--- config.mk ---
export PLATFORM = sky130hd
export DESIGN_NAME = flag_cond_unit
export DESIGN_NICKNAME = d
export VERILOG_FILES = /design/src/rtl/flag_cond_unit.sv
export SDC_FILE = /design/constraint.sdc
export NUM_CORES = 1
export LEC_CHECK = 0
export ABC_CLOCK_PERIOD_IN_PS = 4200
export BUFFER_PORTS_ARGS = -buffer_cell sky130_fd_sc_hd__buf_2
export CAP_MARGIN = 20
export CORE_ASPECT_RATIO = 2
export CORE_UTILIZATION = 30
export DETAILED_ROUTE_END_ITERATION = 16
export PLACE_DENSITY = 0.55
export SLEW_MARGIN = 10
export SYNTH_ARGS = -nofsm -noshare
export SYNTH_HDL_FRONTEND = slang
export SYNTH_SLANG_ARGS = --single-unit
--- constraint.sdc ---
create_clock -name clk -period 4.2 [get_ports clk]
set_input_delay 0 -clock clk [delete_from_list [all_inputs] [get_ports clk]]
set_output_delay 0 -clock clk [all_outputs]
set_load 0.02 [all_outputs]
--- src/rtl/flag_cond_unit.sv ---
// flag_cond_unit
//   Consumer side of the ALU condition-flag interface. Holds the architectural
//   {C,Z,N,O} flags, a small save stack for interrupt entry/return, and
//   evaluates 4-bit branch condition codes into a registered taken/not-taken
//   decision behind a one-entry valid/ready output stage.
//
// Ports
//   clk, rst_n                 clock, async active-low reset
//   flg_we, flg_in[3:0]        ALU flag write, {C,Z,N,O}
//   irq_save, irq_restore      push / pop the flags save stack
//   req_valid/req_ready        branch request handshake
//   req_cond[3:0]              condition code
//   req_target[15:0]           branch target
//   rsp_valid/rsp_ready        decision handshake
//   rsp_taken, rsp_target      decision and passed-through target
//   flags[3:0]                 current architectural flags
//   stk_err                    sticky stack overflow/underflow/conflict
module flag_cond_unit #(
    parameter int STACK_DEPTH = 4,
    parameter bit FORWARD     = 1'b1
) (
    input  logic        clk,
    input  logic        rst_n,
    input  logic        flg_we,
    input  logic [3:0]  flg_in,
    input  logic        irq_save,
    input  logic        irq_restore,
    input  logic        req_valid,
    output logic        req_ready,
    input  logic [3:0]  req_cond,
    input  logic [15:0] req_target,
    output logic        rsp_valid,
    input  logic        rsp_ready,
    output logic        rsp_taken,
    output logic [15:0] rsp_target,
    output logic [3:0]  flags,
    output logic        stk_err
);
    // One extra pointer bit so "full" (sp == STACK_DEPTH) is representable.
    localparam int PW = $clog2(STACK_DEPTH) + 1;

    typedef enum logic {EMPTY = 1'b0, FULL = 1'b1} ostate_t;

    logic [3:0]    stk [STACK_DEPTH];
    logic [PW-1:0] sp;
    logic [PW-2:0] top_idx;
    logic          stk_full, stk_empty;
    logic          do_push, do_pop, push_ok, pop_ok, err_evt;
    logic [3:0]    flags_nxt, eval_flags;
    logic          rdy_en;
    logic          accept;
    ostate_t       st, st_nxt;

    function automatic logic cond_true(input logic [3:0] cc, input logic [3:0] f);
        logic c, z, n, o;
        {c, z, n, o} = f;
        case (cc)
            4'd0:    cond_true = z;
            4'd1:    cond_true = ~z;
            4'd2:    cond_true = c;
            4'd3:    cond_true = ~c;
            4'd4:    cond_true = n;
            4'd5:    cond_true = ~n;
            4'd6:    cond_true = o;
            4'd7:    cond_true = ~o;
            4'd8:    cond_true = c & ~z;
            4'd9:    cond_true = ~c | z;
            4'd10:   cond_true = (n == o);
            4'd11:   cond_true = (n != o);
            4'd12:   cond_true = ~z & (n == o);
            4'd13:   cond_true = z | (n != o);
            4'd14:   cond_true = 1'b1;
            default: cond_true = 1'b0;
        endcase
    endfunction

    // Simultaneous save and restore is a conflict: neither takes effect.
    assign do_push   = irq_save & ~irq_restore;
    assign do_pop    = irq_restore & ~irq_save;
    assign stk_full  = (sp == PW'(STACK_DEPTH));
    assign stk_empty = (sp == '0);
    assign push_ok   = do_push & ~stk_full;
    assign pop_ok    = do_pop & ~stk_empty;
    assign err_evt   = (irq_save & irq_restore) | (do_push & stk_full) | (do_pop & stk_empty);
    assign top_idx   = sp[PW-2:0] - 1'b1;

    always_comb begin
        flags_nxt = flags;
        if (pop_ok)
            flags_nxt = stk[top_idx];
        else if (flg_we)
            flags_nxt = flg_in;
    end

    assign eval_flags = FORWARD ? flags_nxt : flags;

    // rdy_en keeps req_ready low during reset and for the release cycle.
    assign rsp_valid = (st == FULL);
    assign req_ready = rdy_en & (~rsp_valid | rsp_ready);
    assign accept    = req_valid & req_ready;

    // Stack storage needs no reset; sp defines which entries are live.
    always_ff @(posedge clk) begin
        if (push_ok)
            stk[sp[PW-2:0]] <= flags;   // old flags, even with flg_we this cycle
    end

    always_ff @(posedge clk or negedge rst_n) begin
        if (!rst_n) begin
            flags   <= '0;
            sp      <= '0;
            stk_err <= 1'b0;
            rdy_en  <= 1'b0;
        end else begin
            flags  <= flags_nxt;
            rdy_en <= 1'b1;
            if (push_ok)
                sp <= sp + 1'b1;
            else if (pop_ok)
                sp <= sp - 1'b1;
            if (err_evt)
                stk_err <= 1'b1;
        end
    end

    // Output stage: state register
    always_ff @(posedge clk or negedge rst_n) begin
        if (!rst_n)
            st <= EMPTY;
        else
            st <= st_nxt;
    end

    // Output stage: next state
    always_comb begin
        st_nxt = st;
        case (st)
            EMPTY:   if (accept) st_nxt = FULL;
            FULL:    if (rsp_ready && !accept) st_nxt = EMPTY;
            default: st_nxt = EMPTY;
        endcase
    end

    // Payload only loads on accept, so it holds while stalled.
    always_ff @(posedge clk or negedge rst_n) begin
        if (!rst_n) begin
            rsp_taken  <= 1'b0;
            rsp_target <= '0;
        end else if (accept) begin
            rsp_taken  <= cond_true(req_cond, eval_flags);
            rsp_target <= req_target;
        end
    end

endmodule

==> results.toml <==
[cts]
cts_tree = "yes"
clk-insertion-delay-late_ps = 280
clk_pin_slew_ps = 60
cts_root_buf = "clkbuf_16"
cts_buffer_depth = 2
cts_sinks = 43
cts_inserted_buffers = 5
h-tree-depth = 2

[critical_path]
path_max_fanout = 9
worst_ep_arrival_time_ps = 2970
slowest_delay_ps = 580
crit_family = "compound AO/OA/AOI/OAI gates"
crit_buf_inv = 1
start_kind = "flop"
critPathKind = "reg -> reg"
worstPathRequired_ps = 4360
crit_chain = "inv_1 -> ha_1 -> mux4_2 -> a21oi_2 -> nand2_1 -> a311o_1 -> a2111oi_2 -> a31oi_1"
cp_slowest_cell = "dfrtp_1"
end_kind = "flop"

[power]
p_leak_nw = 1.173
clkPwrFrac_pct = 24.7
pwr-share-seq_pct = 41.8
p_total_mw = 1.511
swShare_pct = 33.38
power.internal_mw = 1.006
powerDensity_nw_per_um2 = 544.9
combPwrFrac_pct = 33.5
peakVddDrop_mv = 0.3718
switchingPower_uw = 504.2

[placed_design]
io_buffers = 54
gp_congestion = 0.8442
dp_cells = 291
dp.final_hpwl_um = 3606

[logic_synthesis]
synth_area_leaders = "dfrtp_1 (32%), edfxtp_1 (23%), mux2_2 (12%)"
synth_seq_cells = 43
ys_warn_count = 0
postSynthAreaPerCell_um2 = 13.59
synth-edff-count = 16
ys_types = 35
synthCells = 154
synth_top_area_cell = "dfrtp_1"
syn_nets = 190
netlist.area_leader.share_pct = 32.28
yosysSeqAreaShare_pct = 55.23
ys.flop_type = "dfrtp_1"
netlist_area_um2 = 2093
synthArstFlopShare_pct = 62.79

[sta]
period_minus_slack_ps = 2813
worst_pin_slew_ps = 848.8
finalHoldViolCount = 0
max-slew-margin-rel_pct = 43.27
finalCritPeriodShare_pct = 66.98
clock_skew_ps = 4.997
clock.fmax_mhz = 355.5
setup_viol = 0
finalMaxSlewViolations = 0
rsz0062_at_grt = "no"
tns_ps = 0
hold-worst-slack_ps = 17.26

[final_layout]
syn2layout_area_growth_pct = 32.46
final_cell_mix = "buf_2 (54), dfrtp_1 (27), mux2_2 (22), dlygate4sd3_1 (18), edfxtp_1 (16)"
n_antenna_cell = 0
nNetsFinal = 264
fin_cells = 317
mostFrequentLayoutCell = "buf_2"
drive_gt1_share_pct = 38.86

[global_routing]
grtUsageMet3_pct = 3.017
grt_use_met1_pct = 17.39
grt_max_degree = 28
grt_pass1_vias = 1617
antenna_found_initial = 0
gr-max-usage-layer = "met2"
grt_pass1_wl_um = 8010
grtUsageMet2_pct = 26.77
grt_util_all_layers_pct = 15.27
grt-ovfl-total = 0

[drt]
wire_per_inst_um = 15.31
detail-route-antenna-nets = 0
drt_iter0_markers = 29
drc = 0
vias = 1510
routed_wirelength_um = 4852
viasPerCell = 4.763
dr.pass1.iters = 4

[run]
cap_violations = 0

[floorplanning]
top_level_ports = 55
dieArea_um2 = 7336
die_w_um = 61.07
die_y_um = 120.1
coreArea_um2 = 6674
rows = 42
start_util_pct = 31.36

[hold_path]
hp-class = "in -> reg"

[status]
status = "finished, final reports clean"
-- worst paths after layout --
path                                      from  cells past startpoint  slack (ps)                        end
max                          sp[0]$_DFFE_PN0P_                      8        1390      rsp_taken$_DFFE_PN0P_
min                                irq_restore                      2          20        stk_err$_DFFE_PN0P_
max reg2reg                  sp[0]$_DFFE_PN0P_                      8        1390      rsp_taken$_DFFE_PN0P_
min reg2reg                rsp_valid$_DFF_PN0_                      2         490        rsp_valid$_DFF_PN0_
max in group asynchronous                rst_n                      2        3530         flags[1]$_DFF_PN0_
min in group asynchronous                rst_n                      2         260  rsp_target[1]$_DFFE_PN0P_
-- cell usage after synthesis (3+ instances only) --
master,instances
a21oi_1,4
mux4_2,3
mux4_1,3
nand2b_1,4
clkbuf_1,5
nor2_1,5
nand2_1,10
mux2_2,22
and2_1,6
ha_1,4
edfxtp_1,16
xnor2_1,8
a211oi_1,3
nor2b_1,3
dfrtp_1,27
inv_1,7
-- cell families (layout without fill, tap and decap cells) --
family,count (synthesis),count (layout),share of synthesized area [%]
and+or+nand+nor,34,34,8.190
muxes,29,29,19.31
AOI/OAI and AO/OA,20,20,7.292
adders and majority gates,5,5,3.347
DFF,43,43,55.23
xor gates and xnor gates,9,9,3.766
other,1,1,0.1791
buffers and inverters,13,88,2.690
-- power groups by stage --
stage | registers (mW) | clock network, mW | logic [mW]
after detailed placement | 0.641 | 0 | 0.494
after CTS | 0.633 | 0.385 | 0.512
after floorplan | 0.667 | 0 | 0.310
after global routing | 0.645 | 0.398 | 0.557
final | 0.631 | 0.374 | 0.506
after global placement | 0.638 | 0 | 0.491
-- stage by stage --
stage                     instance area (um2)  util, %  setup slack, ps
after global routing                     2773    41.54             1153
after CTS                                2773    41.54             1373
after detailed placement                 2451    36.73             1395
after global placement                   2451    36.73             1445
after floorplan                          2093        -             1737
final                                    2773    41.54             1387
-- timing repair --
item | CTS | global route
endpoints found under the hold margin | 44 | 0
hold buffers | 18 | 0
buffers inserted | 0 | 0
gates resized for setup | 0 | 0
-- sequential cells by signal, summed over array words and instances, names as in the netlist --
register,cells
sp,3
rsp_valid,1
rdy_en,1
flags,4
rsp_target,16
stk_err,1
stk,16
rsp_taken,1
-- cell type report --
cell class	count	area, um2
Clock buffer	6	128.9
Inverter	7	26.28
Fill cell	631	3901
Tap cell	88	110.1
Sequential cell	43	1156
Multi-Input combinational cell	98	880.8
Timing Repair Buffer	73	457.9
Clock inverter	2	12.51
-- layer usage --
layer | share of wire [%] | vias to the layer above
met5 | 0 | -
met4 | 2.0 | 0
met3 | 3.9 | 9
met2 | 57 | 52
met1 | 37 | 740
li1 | - | 709
No activity file was read; power rests on OpenSTA's default activity.
